--- src/rtl/clock_time_setter.sv ---
// Time-set controller: debounces mode/inc buttons, runs the hours-then-minutes edit, emits a one-cycle commit.
// Optional macro AUTO_REPEAT_EN adds hold-to-repeat on the increment button.
module clock_time_setter #(
  parameter int DEBOUNCE_CYCLES = 16,
  parameter int BLINK_DIV       = 8,
  parameter int HOUR_MAX        = 23,
  parameter int REPEAT_DELAY    = 32,
  parameter int REPEAT_RATE     = 8
) (
  input  logic       clk,
  input  logic       reset,
  input  logic       btn_mode,
  input  logic       btn_inc,
  input  logic [6:0] cur_hours,
  input  logic [6:0] cur_minutes,
  output logic       set,
  output logic [6:0] set_hours,
  output logic [6:0] set_minutes,
  output logic       editing,
  output logic [1:0] edit_field,
  output logic       blink
);

  localparam int DBW    = $clog2(DEBOUNCE_CYCLES + 1);
  localparam int GATE_N = DEBOUNCE_CYCLES + 3;
  localparam int GW     = $clog2(GATE_N + 1);
  localparam int BW     = $clog2(BLINK_DIV + 1);

  localparam logic [1:0] S_IDLE   = 2'd0;
  localparam logic [1:0] S_EDIT_H = 2'd1;
  localparam logic [1:0] S_EDIT_M = 2'd2;
  localparam logic [1:0] S_COMMIT = 2'd3;

  // Index 0 = mode button, index 1 = increment button.
  logic [1:0]          sync1_q, sync2_q;
  logic [1:0]          level_q, level_prev_q;
  logic [1:0]          press_q;
  logic [1:0][DBW-1:0] db_cnt_q;
  logic [GW-1:0]       gate_cnt_q;
  logic                gate_done_s;

  logic [1:0] state_q, state_d;
  logic [6:0] hours_q, hours_d;
  logic [6:0] mins_q, mins_d;
  logic       set_q, editing_q, blink_q;
  logic [1:0] field_q;
  logic [BW-1:0] blink_cnt_q;

  logic mode_p_s, inc_press_s, inc_p_s;
  logic in_edit_s, next_edit_s, entering_s;

  assign gate_done_s = (gate_cnt_q == GW'(GATE_N));
  assign mode_p_s    = press_q[0];
  assign inc_press_s = press_q[1];
  assign in_edit_s   = (state_q == S_EDIT_H) || (state_q == S_EDIT_M);
  assign next_edit_s = (state_d == S_EDIT_H) || (state_d == S_EDIT_M);
  assign entering_s  = next_edit_s && (state_d != state_q);

  // Synchronize, debounce and edge-detect both buttons; edges are gated off right after reset.
  always_ff @(posedge clk or posedge reset) begin
    if (reset) begin
      sync1_q      <= 2'b00;
      sync2_q      <= 2'b00;
      level_q      <= 2'b00;
      level_prev_q <= 2'b00;
      press_q      <= 2'b00;
      db_cnt_q     <= '0;
      gate_cnt_q   <= '0;
    end else begin
      sync1_q <= {btn_inc, btn_mode};
      sync2_q <= sync1_q;
      for (int i = 0; i < 2; i++) begin
        if (sync2_q[i] != level_q[i]) begin
          if (db_cnt_q[i] == DBW'(DEBOUNCE_CYCLES - 1)) begin
            level_q[i]  <= sync2_q[i];
            db_cnt_q[i] <= '0;
          end else begin
            db_cnt_q[i] <= db_cnt_q[i] + DBW'(1);
          end
        end else begin
          db_cnt_q[i] <= '0;
        end
      end
      level_prev_q <= level_q;
      press_q      <= gate_done_s ? (level_q & ~level_prev_q) : 2'b00;
      if (!gate_done_s) begin
        gate_cnt_q <= gate_cnt_q + GW'(1);
      end
    end
  end

`ifdef AUTO_REPEAT_EN
  localparam int RW = $clog2(REPEAT_DELAY + 1);
  logic          rep_act_q, rep_act_d;
  logic [RW-1:0] rep_cnt_q, rep_cnt_d;
  logic          rep_fire_s;

  // Counter runs from the press pulse; first repeat after REPEAT_DELAY, then every REPEAT_RATE.
  always_comb begin
    rep_act_d  = rep_act_q;
    rep_cnt_d  = rep_cnt_q;
    rep_fire_s = 1'b0;
    if (!in_edit_s || mode_p_s || !level_q[1]) begin
      rep_act_d = 1'b0;
      rep_cnt_d = '0;
    end else if (inc_press_s) begin
      rep_act_d = 1'b1;
      rep_cnt_d = RW'(1);
    end else if (rep_act_q) begin
      if (rep_cnt_q == RW'(REPEAT_DELAY)) begin
        rep_fire_s = 1'b1;
        rep_cnt_d  = RW'(REPEAT_DELAY - REPEAT_RATE + 1);
      end else begin
        rep_cnt_d = rep_cnt_q + RW'(1);
      end
    end else begin
      rep_cnt_d = '0;
    end
  end

  always_ff @(posedge clk or posedge reset) begin
    if (reset) begin
      rep_act_q <= 1'b0;
      rep_cnt_q <= '0;
    end else begin
      rep_act_q <= rep_act_d;
      rep_cnt_q <= rep_cnt_d;
    end
  end

  assign inc_p_s = inc_press_s | rep_fire_s;
`else
  logic unused_repeat_s;
  assign unused_repeat_s = (REPEAT_DELAY > 0) ^ (REPEAT_RATE > 0);
  assign inc_p_s = inc_press_s;
`endif

  // Edit sequence; mode takes priority over a same-cycle increment.
  always_comb begin
    state_d = state_q;
    hours_d = hours_q;
    mins_d  = mins_q;
    case (state_q)
      S_IDLE: begin
        if (mode_p_s) begin
          hours_d = (cur_hours > 7'(HOUR_MAX)) ? 7'd0 : cur_hours;
          mins_d  = (cur_minutes > 7'd59) ? 7'd0 : cur_minutes;
          state_d = S_EDIT_H;
        end else begin
          state_d = S_IDLE;
        end
      end
      S_EDIT_H: begin
        if (mode_p_s) begin
          state_d = S_EDIT_M;
        end else if (inc_p_s) begin
          hours_d = (hours_q == 7'(HOUR_MAX)) ? 7'd0 : hours_q + 7'd1;
        end else begin
          state_d = S_EDIT_H;
        end
      end
      S_EDIT_M: begin
        if (mode_p_s) begin
          state_d = S_COMMIT;
        end else if (inc_p_s) begin
          mins_d = (mins_q == 7'd59) ? 7'd0 : mins_q + 7'd1;
        end else begin
          state_d = S_EDIT_M;
        end
      end
      S_COMMIT: state_d = S_IDLE;
      default:  state_d = S_IDLE;
    endcase
  end

  // State, edit values and status outputs, all registered from the next state.
  always_ff @(posedge clk or posedge reset) begin
    if (reset) begin
      state_q   <= S_IDLE;
      hours_q   <= 7'd0;
      mins_q    <= 7'd0;
      set_q     <= 1'b0;
      editing_q <= 1'b0;
      field_q   <= 2'd0;
    end else begin
      state_q   <= state_d;
      hours_q   <= hours_d;
      mins_q    <= mins_d;
      set_q     <= (state_d == S_COMMIT);
      editing_q <= next_edit_s;
      case (state_d)
        S_EDIT_H: field_q <= 2'd1;
        S_EDIT_M: field_q <= 2'd2;
        default:  field_q <= 2'd0;
      endcase
    end
  end

  // Blink divider restarts with blink low on every entry into an edit field.
  always_ff @(posedge clk or posedge reset) begin
    if (reset) begin
      blink_q     <= 1'b0;
      blink_cnt_q <= '0;
    end else if (!next_edit_s || entering_s) begin
      blink_q     <= 1'b0;
      blink_cnt_q <= '0;
    end else if (blink_cnt_q == BW'(BLINK_DIV - 1)) begin
      blink_q     <= ~blink_q;
      blink_cnt_q <= '0;
    end else begin
      blink_cnt_q <= blink_cnt_q + BW'(1);
    end
  end

  assign set         = set_q;
  assign set_hours   = hours_q;
  assign set_minutes = mins_q;
  assign editing     = editing_q;
  assign edit_field  = field_q;
  assign blink       = blink_q;

endmodule

--- config.mk ---
export PLATFORM = sky130hd
export DESIGN_NAME = clock_time_setter
export DESIGN_NICKNAME = d
export VERILOG_FILES = /design/src/rtl/clock_time_setter.sv
export SDC_FILE = /design/constraint.sdc
export NUM_CORES = 1
export LEC_CHECK = 0
export CORE_AREA = 5 5 85 87
export CTS_CLUSTER_SIZE = 25
export DETAILED_ROUTE_END_ITERATION = 6
export DIE_AREA = 0 0 90 92
export SLEW_MARGIN = 20
export SYNTH_ARGS = -nofsm -noshare
export SYNTH_HDL_FRONTEND = slang
export SYNTH_SLANG_ARGS = --single-unit
--- constraint.sdc ---
create_clock -name clk -period 2.3 [get_ports clk]
set_input_delay 0.46 -clock clk [delete_from_list [all_inputs] [get_ports clk]]
set_output_delay 0.46 -clock clk [all_outputs]
set_load 0.02 [all_outputs]
Word-level counts from Yosys, hierarchy flattened
Index checks and enable logic that the tools add are counted.
{"block": "word_totals", "reg_bits": 50, "in_bits": 18, "output_inout_bits": 19, "word_cells": 88}
{"block": "classes", "addsub": 6, "order_cmp": 2, "n_eq_ne": 20, "muxes": 28, "n_bitwise": 3, "n_reduce_logical": 12}
{"operator": "$mux 7", "count": 10}
{"operator": "$pmux 7 s2", "count": 2}
{"operator": "$mux 5", "count": 4}
{"operator": "$add 5x1->5 const B", "count": 3}
{"operator": "$add 7x1->7 const B", "count": 2}
{"operator": "$eq 5x4->1 const B", "count": 2}
{"operator": "$mux 2", "count": 5}
{"operator": "$ne 2x2->1 const B", "count": 5}
{"operator": "$eq 2x2->1 const B", "count": 4}
{"operator": "$mux 4", "count": 2}
{"operator": "$pmux 2 s4", "count": 1}
{"operator": "$reduce_and 4->1", "count": 2}
{"operator": "$eq 7x5->1 const B", "count": 1}
{"operator": "$eq 7x6->1 const B", "count": 1}
{"operator": "$gt 7x5->1 const B", "count": 1}
{"operator": "$gt 7x6->1 const B", "count": 1}
{"operator": "$reduce_bool 2->1", "count": 3}
{"operator": "$eq 5x5->1 const B", "count": 1}
{"operator": "$add 4x1->4 const B", "count": 1}
{"operator": "$eq 2x1->1 const B", "count": 2}
{"operator": "$eq 4x3->1 const B", "count": 1}
{"operator": "$pmux 2 s2", "count": 1}
{"operator": "$reduce_and 2->1", "count": 2}
{"operator": "$mux 1", "count": 3}
{"operator": "other kinds (9)", "count": 11}

Longest topological paths before layout
{"block": "depth", "depth_word": 8, "ltp_mapped": 7}

Worst setup path after synthesis
Ideal clock, no wire load.
{"block": "synth_path", "path_kind": "reg2reg", "from": "register state_q[1]", "to": "register blink_cnt_q[0]", "setup_time_ps": 86, "t_arrival_ps": 1753, "required_time_ps": 2214, "setup_slack_ps": 461, "stages_incl_launch_ff": 8, "n_path_buf": 1, "cell_sequence": "dfrtp_1 buf_6 and2b_4 nand2_1 and2_2 ha_1 a211o_2 nor3_1"}
{"block": "synth_between", "elab_chain_cells": 8}
{"element": "start, declared", "line": "42", "rtl": "logic [1:0] state_q, state_d;"}
{"element": "start signal, assigned", "line": "186", "rtl": "state_q <= state_d;"}
{"element": "$mux 2 (on tied branches)", "line": "165, 156"}
{"element": "$mux 2 (on tied branches)", "line": "163, 154"}
{"element": "$pmux 2 s4", "line": "143", "rtl": "case (state_q)"}
{"element": "$eq 2x1->1 or $eq 2x2->1 (tied branches)", "line": "56", "rtl": "assign next_edit_s = (state_d == S_EDIT_H) || (state_d == S_EDIT_M);"}
{"element": "$logic_or 1x1->1", "line": "56"}
{"element": "$logic_not 1->1 or $logic_and 1x1->1 (tied branches)", "line": "204, 57"}
{"element": "$logic_or 1x1->1 *", "line": "204", "rtl": "end else if (!next_edit_s || entering_s) begin"}
{"element": "$mux 4 *", "line": "204"}
{"element": "end signal, assigned", "line": "211", "rtl": "blink_cnt_q <= blink_cnt_q + BW'(1);"}
{"element": "end, declared", "line": "47", "rtl": "logic [BW-1:0] blink_cnt_q;"}
Every way passes the cells marked *; elsewhere a longest branch is shown, timed or not.
A chain may end at the register's enable or synchronous reset.

Worst setup path after layout
Same ends and word-level chain as after synthesis.

==> results <==
- The clock latency on the worst-skew pair is 0.30 ns.
- The via density per instance is 5.12.
- The max-slew violation count is 0.
- The number of global-route vias before repair was 1660.
- Across the VDD grid, the largest voltage drop is 0.000465 V.
- The fmax is 502 MHz.
- For this block, the routed nets add up to 4420 um of wire.
- The clock sink total is 50.
- Summed over all cells, the static leakage comes to 1.28 nW.
- The core region is 6280 um2.
- The first global-routing pass estimated 7560 um of wire.
- During placement, the flow inserted port buffers numbering 36.
- The I/O pin total is 37.
- The switching power summed over all nets is 361 uW.
- The number of standard-cell rows in the floorplan is 29.
- The number of storage elements in the synthesis netlist is 50.
- The cell count after synthesis is 207.
- By startpoint and endpoint, the worst setup path is classified as reg -> reg.
- The part of the power in combinational logic is 0.076.
- The power density relative to cell area is 572 nW/um2.
- The synthesized cell area is 2340 um2.
- The share of the yosys chip area belonging to registers is 0.534.
- After clock tree synthesis, the flow added hold-fix buffers numbering 0.
- By area the synthesized netlist is led by sky130_fd_sc_hd__dfrtp_1 53%, sky130_fd_sc_hd__ha_1 4.8%, sky130_fd_sc_hd__nand3_1 3.4%.
- After the last flow step, the layout net total stands at 277.
- The slack of the worst reg-to-reg path is 0.31 ns.
- The weighted congestion at the end of routability-driven global placement is 0.762.
- The total global routing overflow is 0.
- Buffers added to address setup during post-CTS repair amount to 0.
- After routing the design area is 2920 um2.
- The number of enable flip-flop cells after synthesis is 0.
- Along the worst path, the maximum fanout reaches 10.
- The count of antenna diodes in the layout is 0.
- After clock tree synthesis, the clock-pin slew on the worst setup and hold paths is 0.09 ns.
- Total power for the finished layout comes to 1.67 mW.
- The share of total power dissipated in the clock network is 0.377.
- The max capacitance violation total is 0.
- Counting the buffers created by CTS gives 5.
- The capturing element type of the critical path is a flop.
- The worst setup path is launched from a flop.
- The overall via count from detail_route is 1673.
- The total setup violations reported at the end of the flow is 0.
- The TritonCTS clock tree is done.
- The share of async-settable or async-resettable flops after synthesis is 1.00.
- The capture point of the critical path is blink_cnt_q[0]$_DFF_PP0_.
- The setup TNS is 0 ns.
- The placed standard-cell area is 2810 um2.
- The end of the worst register-to-register path is blink_cnt_q[0]$_DFF_PP0_.
- The die span in x is 90 um.
- Dividing the detail-routed wire length by the instance count gives 13.5 um.
- Of the available clock period, the critical path in the final layout requires 0.865.
- In this run the critical register-to-register path is launched from state_q[1]$_DFF_PP0_.
- The net count after synthesis is 234.
- Before antenna repair, the detailed router went through 4 iterations.
- Fill cells in the final layout number 592.
- Setup repair after global routing left no endpoint under its margin.
- The H-tree was split into 2 levels.
- The design internal power is 1.31 mW.
- The number of design-rule violations left by the first detailed-router iteration is 59.
- The most common flop cell mapped by yosys is sky130_fd_sc_hd__dfrtp_1.
- Relative to the synthesized area, the layout overhead comes to 24.7%.
- The leading area contributor after synthesis is sky130_fd_sc_hd__dfrtp_1.
- Of the post-synthesis cell area, the dominant cell type holds 0.534.
- Entering global routing, the biggest net connects 26 pins.
- For the worst flop-to-flop path, the logic depth is 6.
- The switching portion of total power is 0.216.
- Yosys mapped the design onto 50 distinct sky130hd cell types.
- Yosys printed 0 warnings.
- The count of nets left with antenna violations once routing finished came out at 0.
- The number of antenna violations at the first check in global routing is 0.
- The final setup skew is 0.00683 ns.
- The full die area is 8280 um2.
- In the final layout, the share of cells above drive strength 1 is 0.112.
- The effective utilization at floorplan is 0.373.
- The data arrival time of the critical path is 2.21 ns.
- Of the total power, registers draw 0.546.
- At the worst endpoint, the required time is 2.52 ns.
- The sum of net half-perimeters after detailed placement is 3270 um.
- The post-cts resize count is 0.
- The flow ran to the end, and the final reports show no timing, DRC or antenna violations.
- In the global route stage, overall resource usage came out at 0.109.
- Measured along the y axis, the die boundary spans 92 um.
- Measured against its own limit, the worst slew margin works out to 0.635.
- The maximum root-to-sink buffer count is 2.
- The final routed DRC violation total is 0.
- The count of final hold-check violations is 0.
- The buffer cell driving the clock tree root is sky130_fd_sc_hd__clkbuf_8.
- The worst hold path class is reg -> reg.
- The mean post-synth cell area is 11.3 um2.
- At the pin with the least slew margin, the transition time is 0.543 ns.
- The smallest clock period supported by the final layout is computed as 1.99 ns.
- Tracing the worst setup path back leads to its startpoint at state_q[1]$_DFF_PP0_.
==> registers in the layout, indices dropped and copies added, names as in the netlist <==
name and flops:
edit_field 2, editing 1, sync1_q 2, state_q 2, set_minutes 7, set_hours 7, gate_cnt_q 5, blink 1
level_prev_q 2, press_q 2, set 1, blink_cnt_q 4, sync2_q 2, level_q 2, db_cnt_q 10
==> worst max-delay path, cell delays in order, from the launching register on <==
cell	delay, ns
sky130_fd_sc_hd__dfrtp_1	0.50
sky130_fd_sc_hd__and2b_4	0.36
sky130_fd_sc_hd__nand2_1	0.06
sky130_fd_sc_hd__and2_2	0.20
sky130_fd_sc_hd__ha_1	0.30
sky130_fd_sc_hd__a211o_2	0.32
sky130_fd_sc_hd__nor3_1	0.17
==> placed cells by master, fill, tap and decap left out, types with 2 or more instances in the layout <==
cell | synthesis | routed
sky130_fd_sc_hd__a22oi_1 | 4 | 4
sky130_fd_sc_hd__o21bai_1 | 2 | 2
sky130_fd_sc_hd__xnor2_1 | 5 | 5
sky130_fd_sc_hd__nor3_1 | 2 | 2
sky130_fd_sc_hd__nor4b_1 | 3 | 3
sky130_fd_sc_hd__clkbuf_8 | 0 | 6
sky130_fd_sc_hd__o21ai_0 | 15 | 15
sky130_fd_sc_hd__nor3b_1 | 2 | 2
sky130_fd_sc_hd__nand2_1 | 12 | 12
sky130_fd_sc_hd__clkdlybuf4s50_1 | 0 | 36
sky130_fd_sc_hd__ha_1 | 9 | 9
sky130_fd_sc_hd__nand2b_1 | 3 | 3
sky130_fd_sc_hd__xor2_1 | 6 | 6
sky130_fd_sc_hd__a211oi_1 | 2 | 2
sky130_fd_sc_hd__mux2_2 | 2 | 2
sky130_fd_sc_hd__and3_1 | 6 | 6
sky130_fd_sc_hd__a21oi_1 | 3 | 3
sky130_fd_sc_hd__nor2_1 | 15 | 15
sky130_fd_sc_hd__nor2b_1 | 2 | 2
sky130_fd_sc_hd__inv_1 | 11 | 10
sky130_fd_sc_hd__o2bb2ai_1 | 2 | 2
sky130_fd_sc_hd__dfrtp_1 | 50 | 50
sky130_fd_sc_hd__or4_1 | 3 | 3
sky130_fd_sc_hd__o311ai_1 | 2 | 2
sky130_fd_sc_hd__and2_1 | 2 | 2
sky130_fd_sc_hd__buf_4 | 0 | 3
sky130_fd_sc_hd__a2bb2oi_1 | 2 | 2
sky130_fd_sc_hd__nand3_1 | 16 | 16
==> power by group through the flow <==
stage | logic (mW) | clock network (mW) | registers (mW)
floorplan | 0.0595 | 0 | 0.934
global placement | 0.129 | 0 | 0.931
detailed placement | 0.131 | 0 | 0.931
CTS | 0.132 | 0.647 | 0.914
global route | 0.142 | 0.678 | 0.917
finish | 0.128 | 0.631 | 0.914
==> layer usage <==
metal | share of wire | global-route usage | wire (um)
met1 | 0.46 | 0.138 | 2050
met2 | 0.49 | 0.182 | 2150
met3 | 0.038 | 0.0286 | 166
met4 | 0.011 | 0.0335 | 50
met5 | 0 | 0 | 0
==> area by class of cell <==
type	instances	area (um2)	area share
clock buffer	6	82.6	0.0283
sequential	50	1250	0.428
timing repair buffer	40	403	0.138
inverter	11	41.3	0.0141
tap	77	96.3	0.0330
clock inverter	1	30.0	0.0103
multi-input combinational	142	1020	0.348
==> synthesized netlist by cell type, types with 3 or more instances <==
| library cell | instances |
|---|---|
| sky130_fd_sc_hd__nand2_1 | 12 |
| sky130_fd_sc_hd__or4_1 | 3 |
| sky130_fd_sc_hd__xnor2_1 | 5 |
| sky130_fd_sc_hd__a21oi_1 | 3 |
| sky130_fd_sc_hd__and3_1 | 6 |
| sky130_fd_sc_hd__nand3_1 | 16 |
| sky130_fd_sc_hd__o21ai_0 | 15 |
| sky130_fd_sc_hd__nand2b_1 | 3 |
| sky130_fd_sc_hd__a22oi_1 | 4 |
| sky130_fd_sc_hd__nor4b_1 | 3 |
| sky130_fd_sc_hd__nor2_1 | 15 |
| sky130_fd_sc_hd__dfrtp_1 | 50 |
| sky130_fd_sc_hd__inv_1 | 11 |
| sky130_fd_sc_hd__xor2_1 | 6 |
| sky130_fd_sc_hd__ha_1 | 9 |
==> worst min path at each step <==
stage                               from              endpoint  slack [ns]  cells past startpoint
finish              sync1_q[0]$_DFF_PP0_  sync2_q[0]$_DFF_PP0_        0.36                      0
global route        sync1_q[0]$_DFF_PP0_  sync2_q[0]$_DFF_PP0_        0.37                      0
CTS                 sync1_q[0]$_DFF_PP0_  sync2_q[0]$_DFF_PP0_        0.36                      0
detailed placement  sync1_q[1]$_DFF_PP0_  sync2_q[1]$_DFF_PP0_        0.34                      0
global placement    sync1_q[0]$_DFF_PP0_  sync2_q[0]$_DFF_PP0_        0.33                      0
floorplan           sync1_q[0]$_DFF_PP0_  sync2_q[0]$_DFF_PP0_        0.33                      0
==> stage by stage <==
step / std cells / utilization / setup slack (ns) / hold slack, ns
2_1_floorplan: 207 / - / 0.461 / 0.331
3_3_place_gp: 320 / 0.448 / 0.362 / 0.333
3_5_place_dp: 320 / 0.448 / 0.295 / 0.338
4_1_cts: 327 / 0.466 / 0.303 / 0.360
5_1_grt: 327 / 0.466 / 0.199 / 0.374
6_report: 327 / 0.466 / 0.310 / 0.357
==> logic make-up (layout without fill, tap and decap cells) <==
logic type	count (synthesis)	count (layout)	synth area share
DFF	50	50	0.534
AOI/OAI and AO/OA	44	44	0.148
xor gates and xnor gates	11	11	0.0411
adders and majority gates	9	9	0.0481
buffers and inverters	15	58	0.0315
and+or+nand+nor	75	75	0.183
muxes	3	3	0.0139
(Power assumes the default switching activity.)
